$ cat config.mk
export PLATFORM = sky130hd
export DESIGN_NAME = mem_ctrl
export DESIGN_NICKNAME = d
export VERILOG_FILES = /design/src/rtl/mem_ctrl_pkg.sv /design/src/rtl/mem_ctrl_arb.sv /design/src/rtl/mem_ctrl.sv
export SDC_FILE = /design/constraint.sdc
export NUM_CORES = 1
export LEC_CHECK = 0
export ABC_AREA = 1
export BUFFER_PORTS_ARGS = -buffer_cell sky130_fd_sc_hd__buf_4
export CORE_MARGIN = 10
export CORE_UTILIZATION = 59
export CTS_BUF_LIST = sky130_fd_sc_hd__clkbuf_16
export DETAILED_ROUTE_END_ITERATION = 12
export HOLD_SLACK_MARGIN = 0.08
export PLACE_DENSITY_LB_ADDON = 0.05
export SLEW_MARGIN = 40
export SYNTH_ARGS = -nofsm -noshare
export SYNTH_HDL_FRONTEND = slang
export SYNTH_SLANG_ARGS = --single-unit
export TNS_END_PERCENT = 50
$ cat constraint.sdc
create_clock -name clk -period 4.85 [get_ports clk]
set_input_delay 0.97 -clock clk [delete_from_list [all_inputs] [get_ports clk]]
set_output_delay 0.97 -clock clk [all_outputs]
set_load 0.1 [all_outputs]
$ cat src/rtl/mem_ctrl_pkg.sv
// mem_ctrl_pkg: status codes, length codes, FSM states and length decode shared by the memory controller.
package mem_ctrl_pkg;
    localparam logic [1:0] ST_INIT = 2'b00;
    localparam logic [1:0] ST_BUSY = 2'b01;
    localparam logic [1:0] ST_DONE = 2'b10;
    localparam logic [1:0] LEN_BYTE = 2'd0;
    localparam logic [1:0] LEN_HALF = 2'd1;
    localparam logic [1:0] LEN_WORD = 2'd3;

    typedef enum logic [1:0] {IDLE, READ, WRITE, DONE} state_t;

    // The illegal length code 2 is served as a full word.
    function automatic logic [2:0] len_to_n(input logic [1:0] len);
        return (len == LEN_WORD || len == 2'd2) ? 3'd4 : (len == LEN_HALF) ? 3'd2 : 3'd1;
    endfunction
endpackage

$ cat src/rtl/mem_ctrl_arb.sv
// mem_ctrl_arb: combinational priority select between the load/store and fetch clients;
// load/store wins when both request.
module mem_ctrl_arb
    import mem_ctrl_pkg::*;
#(
    parameter int ADDR_W = 32,
    parameter int DATA_W = 32
) (
    input  logic              if_req,
    input  logic [ADDR_W-1:0] if_addr,
    input  logic              mem_req,
    input  logic              mem_we,
    input  logic [ADDR_W-1:0] mem_addr,
    input  logic [1:0]        mem_len,
    input  logic [DATA_W-1:0] mem_wdata,
    output logic              valid,
    output logic              sel_mem,
    output logic              we,
    output logic [ADDR_W-1:0] addr,
    output logic [2:0]        n,
    output logic [DATA_W-1:0] wdata
);
    assign valid   = mem_req | if_req;
    assign sel_mem = mem_req;
    assign we      = mem_req & mem_we;
    assign addr    = mem_req ? mem_addr : if_addr;
    assign n       = mem_req ? len_to_n(mem_len) : 3'd4;
    assign wdata   = mem_req ? mem_wdata : '0;
endmodule

$ cat src/rtl/mem_ctrl.sv
// mem_ctrl: serialises word fetches and byte/half/word loads and stores onto a byte-wide RAM port.
// Every output is registered from the next-state values so it lines up with the state it describes.
module mem_ctrl
    import mem_ctrl_pkg::*;
#(
    parameter int ADDR_W = 32,
    parameter int DATA_W = 32
) (
    input  logic              clk,
    input  logic              rst,
    input  logic              if_readwrite,
    input  logic [ADDR_W-1:0] if_addr,
    output logic [1:0]        if_status,
    output logic [DATA_W-1:0] if_data,
    input  logic              mem_req,
    input  logic              mem_we,
    input  logic [ADDR_W-1:0] mem_addr,
    input  logic [1:0]        mem_len,
    input  logic [DATA_W-1:0] mem_wdata,
    output logic [1:0]        mem_status,
    output logic [DATA_W-1:0] mem_rdata,
    input  logic [7:0]        ram_din,
    output logic [7:0]        ram_dout,
    output logic [ADDR_W-1:0] ram_a,
    output logic              ram_wr
);
    state_t              state_q, state_d;
    logic [2:0]          cnt_q, cnt_d, n_q, n_d;
    logic [ADDR_W-1:0]   base_q, base_d, ram_a_q, ram_a_d;
    logic                sel_mem_q, sel_mem_d, ram_wr_q, ram_wr_d;
    logic [DATA_W-1:0]   wdata_q, wdata_d, asm_q, asm_d;
    logic [DATA_W-1:0]   if_data_q, if_data_d, mem_rdata_q, mem_rdata_d;
    logic [1:0]          if_status_q, if_status_d, mem_status_q, mem_status_d;
    logic [7:0]          ram_dout_q, ram_dout_d;
    logic                arb_valid, arb_sel_mem, arb_we;
    logic [ADDR_W-1:0]   arb_addr;
    logic [2:0]          arb_n;
    logic [DATA_W-1:0]   arb_wdata;
    logic                rd_fin, wr_fin, busy, done;

    mem_ctrl_arb #(.ADDR_W(ADDR_W), .DATA_W(DATA_W)) u_arb (
        .if_req    (if_readwrite),
        .if_addr   (if_addr),
        .mem_req   (mem_req),
        .mem_we    (mem_we),
        .mem_addr  (mem_addr),
        .mem_len   (mem_len),
        .mem_wdata (mem_wdata),
        .valid     (arb_valid),
        .sel_mem   (arb_sel_mem),
        .we        (arb_we),
        .addr      (arb_addr),
        .n         (arb_n),
        .wdata     (arb_wdata)
    );

    always_comb begin
        state_d   = state_q;
        cnt_d     = cnt_q;
        n_d       = n_q;
        base_d    = base_q;
        sel_mem_d = sel_mem_q;
        wdata_d   = wdata_q;
        asm_d     = asm_q;
        rd_fin    = state_q == READ && cnt_q == n_q;
        wr_fin    = state_q == WRITE && cnt_q == n_q - 3'd1;
        case (state_q)
            IDLE: if (arb_valid) begin
                state_d   = arb_we ? WRITE : READ;
                cnt_d     = 3'd0;
                n_d       = arb_n;
                base_d    = arb_addr;
                sel_mem_d = arb_sel_mem;
                wdata_d   = arb_wdata;
                asm_d     = '0;
            end
            READ: begin
                // ram_din carries the byte addressed one cycle earlier, i.e. lane cnt-1.
                if (cnt_q != 3'd0) asm_d = asm_q | (DATA_W'(ram_din) << {cnt_q - 3'd1, 3'b000});
                state_d = rd_fin ? DONE : READ;
                cnt_d   = rd_fin ? cnt_q : cnt_q + 3'd1;
            end
            WRITE: begin
                state_d = wr_fin ? DONE : WRITE;
                cnt_d   = wr_fin ? cnt_q : cnt_q + 3'd1;
            end
            default: state_d = IDLE;
        endcase
        busy         = state_d == READ || state_d == WRITE;
        done         = state_d == DONE;
        if_status_d  = sel_mem_d ? ST_INIT : busy ? ST_BUSY : done ? ST_DONE : ST_INIT;
        mem_status_d = !sel_mem_d ? ST_INIT : busy ? ST_BUSY : done ? ST_DONE : ST_INIT;
        if_data_d    = (rd_fin && !sel_mem_q) ? asm_d : if_data_q;
        mem_rdata_d  = (rd_fin && sel_mem_q) ? asm_d : mem_rdata_q;
        ram_wr_d     = state_d == WRITE;
        ram_a_d      = (state_d == WRITE || (state_d == READ && cnt_d < n_d)) ? base_d + ADDR_W'(cnt_d) : '0;
        ram_dout_d   = (state_d == WRITE) ? 8'(wdata_d >> {cnt_d, 3'b000}) : 8'h00;
    end

    always_ff @(posedge clk or negedge rst) begin
        if (!rst) begin
            state_q      <= IDLE;
            cnt_q        <= '0;
            n_q          <= '0;
            base_q       <= '0;
            sel_mem_q    <= 1'b0;
            wdata_q      <= '0;
            asm_q        <= '0;
            if_status_q  <= ST_INIT;
            mem_status_q <= ST_INIT;
            if_data_q    <= '0;
            mem_rdata_q  <= '0;
            ram_wr_q     <= 1'b0;
            ram_a_q      <= '0;
            ram_dout_q   <= '0;
        end else begin
            state_q      <= state_d;
            cnt_q        <= cnt_d;
            n_q          <= n_d;
            base_q       <= base_d;
            sel_mem_q    <= sel_mem_d;
            wdata_q      <= wdata_d;
            asm_q        <= asm_d;
            if_status_q  <= if_status_d;
            mem_status_q <= mem_status_d;
            if_data_q    <= if_data_d;
            mem_rdata_q  <= mem_rdata_d;
            ram_wr_q     <= ram_wr_d;
            ram_a_q      <= ram_a_d;
            ram_dout_q   <= ram_dout_d;
        end
    end

    assign if_status  = if_status_q;
    assign mem_status = mem_status_q;
    assign if_data    = if_data_q;
    assign mem_rdata  = mem_rdata_q;
    assign ram_wr     = ram_wr_q;
    assign ram_a      = ram_a_q;
    assign ram_dout   = ram_dout_q;
endmodule

==> flow_metrics.env <==
export IMPL_status="finished clean"
export IMPL_clock_sinks=214
export IMPL_finalCritPeriodShare=0.787
export IMPL_critPathArrivalTime_ns=4.20
export IMPL_insertion_delay_ns=0.51
export IMPL_synth_area_leaders="dfrtp_1 (54%), nand2_1 (12%), mux2_2 (7.3%), nor2_1 (4.2%), nand3_1 (3.6%)"
export IMPL_grt_pass1_vias=8022
export IMPL_yosys_area_top_type_share=0.544
export IMPL_regToRegSetupSlack_ns=1.03
export IMPL_ctsHoldBuffers=0
export IMPL_final_common_cell="nand2_1"
export IMPL_die_h_um=149
export IMPL_cts_root_buf="clkbuf_16"
export IMPL_setup_violations=0
export IMPL_fin_setup_tns_ns=0
export IMPL_async_flop_share=1.00
export IMPL_slew_viol_final=0
export IMPL_clock_path_buffers=3
export IMPL_startpoint_type="register"
export IMPL_crit_path_end_kind="register"
export IMPL_diodes=0
export IMPL_syn_to_final_growth_pct=25.1
export IMPL_synth_cell_types=37
export IMPL_num_vias=7982
export IMPL_yosysTopAreaCell="dfrtp_1"
export IMPL_fp_dieW_um=149
export IMPL_relSlewSlack=0.538
export IMPL_drtIter0Drc=401
export IMPL_rows=47
export IMPL_overflow=0
export IMPL_nets=1402
export IMPL_firstDrtPassIters=5
export IMPL_synth_enable_flop_cells=0
export IMPL_rsz0062_at_grt="false"
export IMPL_routabilityCongestion=0.917
export IMPL_start_util=0.598
export IMPL_final_util=0.748
export IMPL_drive_above_1_share=0.289
export IMPL_fin_crit_ns=3.82
export IMPL_worstPathMaxFanout=13
export IMPL_clkTransAtPathRegs_ns=0.06
export IMPL_drc=0
export IMPL_die_area_um2=22300
export IMPL_vias_per_cell=5.28
export IMPL_fmax_mhz=262
export IMPL_antenna_found_initial=0
export IMPL_totalWireLength_um=27200
export IMPL_ys_ff_latch=214
export IMPL_clock_skew_ns=0.0165
export IMPL_synth_ff_type="dfrtp_1"
export IMPL_place_hpwl_um=19300
export IMPL_pin_count=220
export IMPL_antenna_left=0
export IMPL_path_class="reg -> reg"
export IMPL_postSynthAreaPerCell_um2=9.21
export IMPL_track_usage=0.240
export IMPL_seq_area_um2=5360
export IMPL_cts_resized=0
export IMPL_r2r_cells=20
export IMPL_io_buffers=219
export IMPL_cts_buffers=22
export IMPL_postCtsSetupBuffers=0
export IMPL_min_path_type="in -> async"
export IMPL_synth_fp_nets=1193
export IMPL_htreeDepth=1
export IMPL_grt_max_degree=126
export IMPL_cts_tree="done"
export IMPL_layout_common_cells="nand2_1 (325), buf_4 (224), dfrtp_1 (214)"
export IMPL_synth_area_um2=9840
export IMPL_tightestPinTransition_ns=0.693
export IMPL_grt_pass1_wl_um=43200
export IMPL_syn_inst=1069
export IMPL_multi_input_area_um2=3980
export IMPL_routedWlPerCell_um=18.0
export IMPL_cp_data_required_time_ns=5.24
export IMPL_yosysSeqAreaShare=0.544
export IMPL_hold_viol_final=0
export IMPL_synth_warnings=0
export IMPL_fillers=1238
export IMPL_core_area_um2=16500
export IMPL_maxCapViolCount=0
final cells by class:
class,count,share of cell area
sequential,214,0.435
multi-input combinational,735,0.323
timing repair buffer,226,0.139
clock buffer,22,0.0447
inverter,79,0.0241
tap,220,0.0224
clock inverter,17,0.0118
layer usage:
metal  routed length (um)  vias up  GRT usage
met5                    0        -          0
met4                  427        0     0.0525
li1                     -     3867          -
met2                13400      242      0.399
met3                 1930       32     0.0555
met1                11400     3841      0.314
worst max-delay path, stage by stage, from the launching register on:
cell and delay (ns):
dfrtp_1 0.63, inv_2 0.20, nand2_1 0.10, nand2_1 0.08, nand2_1 0.07, nor2_1 0.06
inv_1 0.15, nand2_1 0.07, nand2_1 0.11, nand2_1 0.07, a21boi_0 0.51, ha_1 0.32
nand3_1 0.10, nand3_1 0.21, nand2_1 0.13, nor2_2 0.20, nand3_1 0.18, nor2_2 0.26
nand3_1 0.10, nand2_1 0.09, nor2_1 0.05
metrics by stage:
step           instances  area (um2)  hold slack (ns)  worst slack [ns]
3_5_place_dp        1474       11600            0.494             0.746
6_report            1513       12300            0.504              1.03
2_1_floorplan       1069        9840            0.460              1.53
3_3_place_gp        1474       11600            0.486             0.837
5_1_grt             1513       12300            0.518             0.736
4_1_cts             1513       12300            0.510              1.07
registers in the layout (all words and copies together) (netlist names):
name,count
mem_rdata,32
asm_q,32
state_q,2
cnt_q,3
base_q,32
ram_wr,1
wdata_q,32
n_q,3
if_status,2
ram_a,32
mem_status,2
if_data,32
sel_mem_q,1
ram_dout,8
cell usage after synthesis (2+ instances only):
cell type	count
o31ai_1	2
nor2_4	3
a31oi_1	3
or2_2	3
nand4_1	6
buf_6	4
nor2_2	9
buf_4	5
clkbuf_1	8
xnor2_1	10
buf_2	21
a21oi_1	3
nand2_1	325
o22ai_1	2
nand2_2	18
o21ai_2	8
a22o_1	32
inv_1	74
xor2_1	6
o21ai_0	40
inv_2	5
nand3_1	70
nor2_1	109
dfrtp_1	214
ha_1	12
mux2_2	64
buf_1	3
cell families after synthesis:
family,after synthesis,share of synthesized area
adders and majority gates,13,0.0173
AOI/OAI and AO/OA,95,0.0667
xor gates and xnor gates,16,0.0142
buffers and inverters,120,0.0534
and+or+nand+nor,547,0.231
muxes,64,0.0732
DFF,214,0.544
worst paths after layout:
kind                             startpoint           to
max in group asynchronous               rst    ram_a[26]
worst min-delay path                    rst  if_data[15]
worst max register to register     cnt_q[0]    ram_a[21]
worst max-delay path               cnt_q[0]    ram_a[21]
worst min register to register  wdata_q[22]  wdata_q[22]
min in group clk                wdata_q[22]  wdata_q[22]
Power is left out: the tool's default activity adds up to more than one toggle a clock period on the data nets, which glitch-free logic cannot reach.
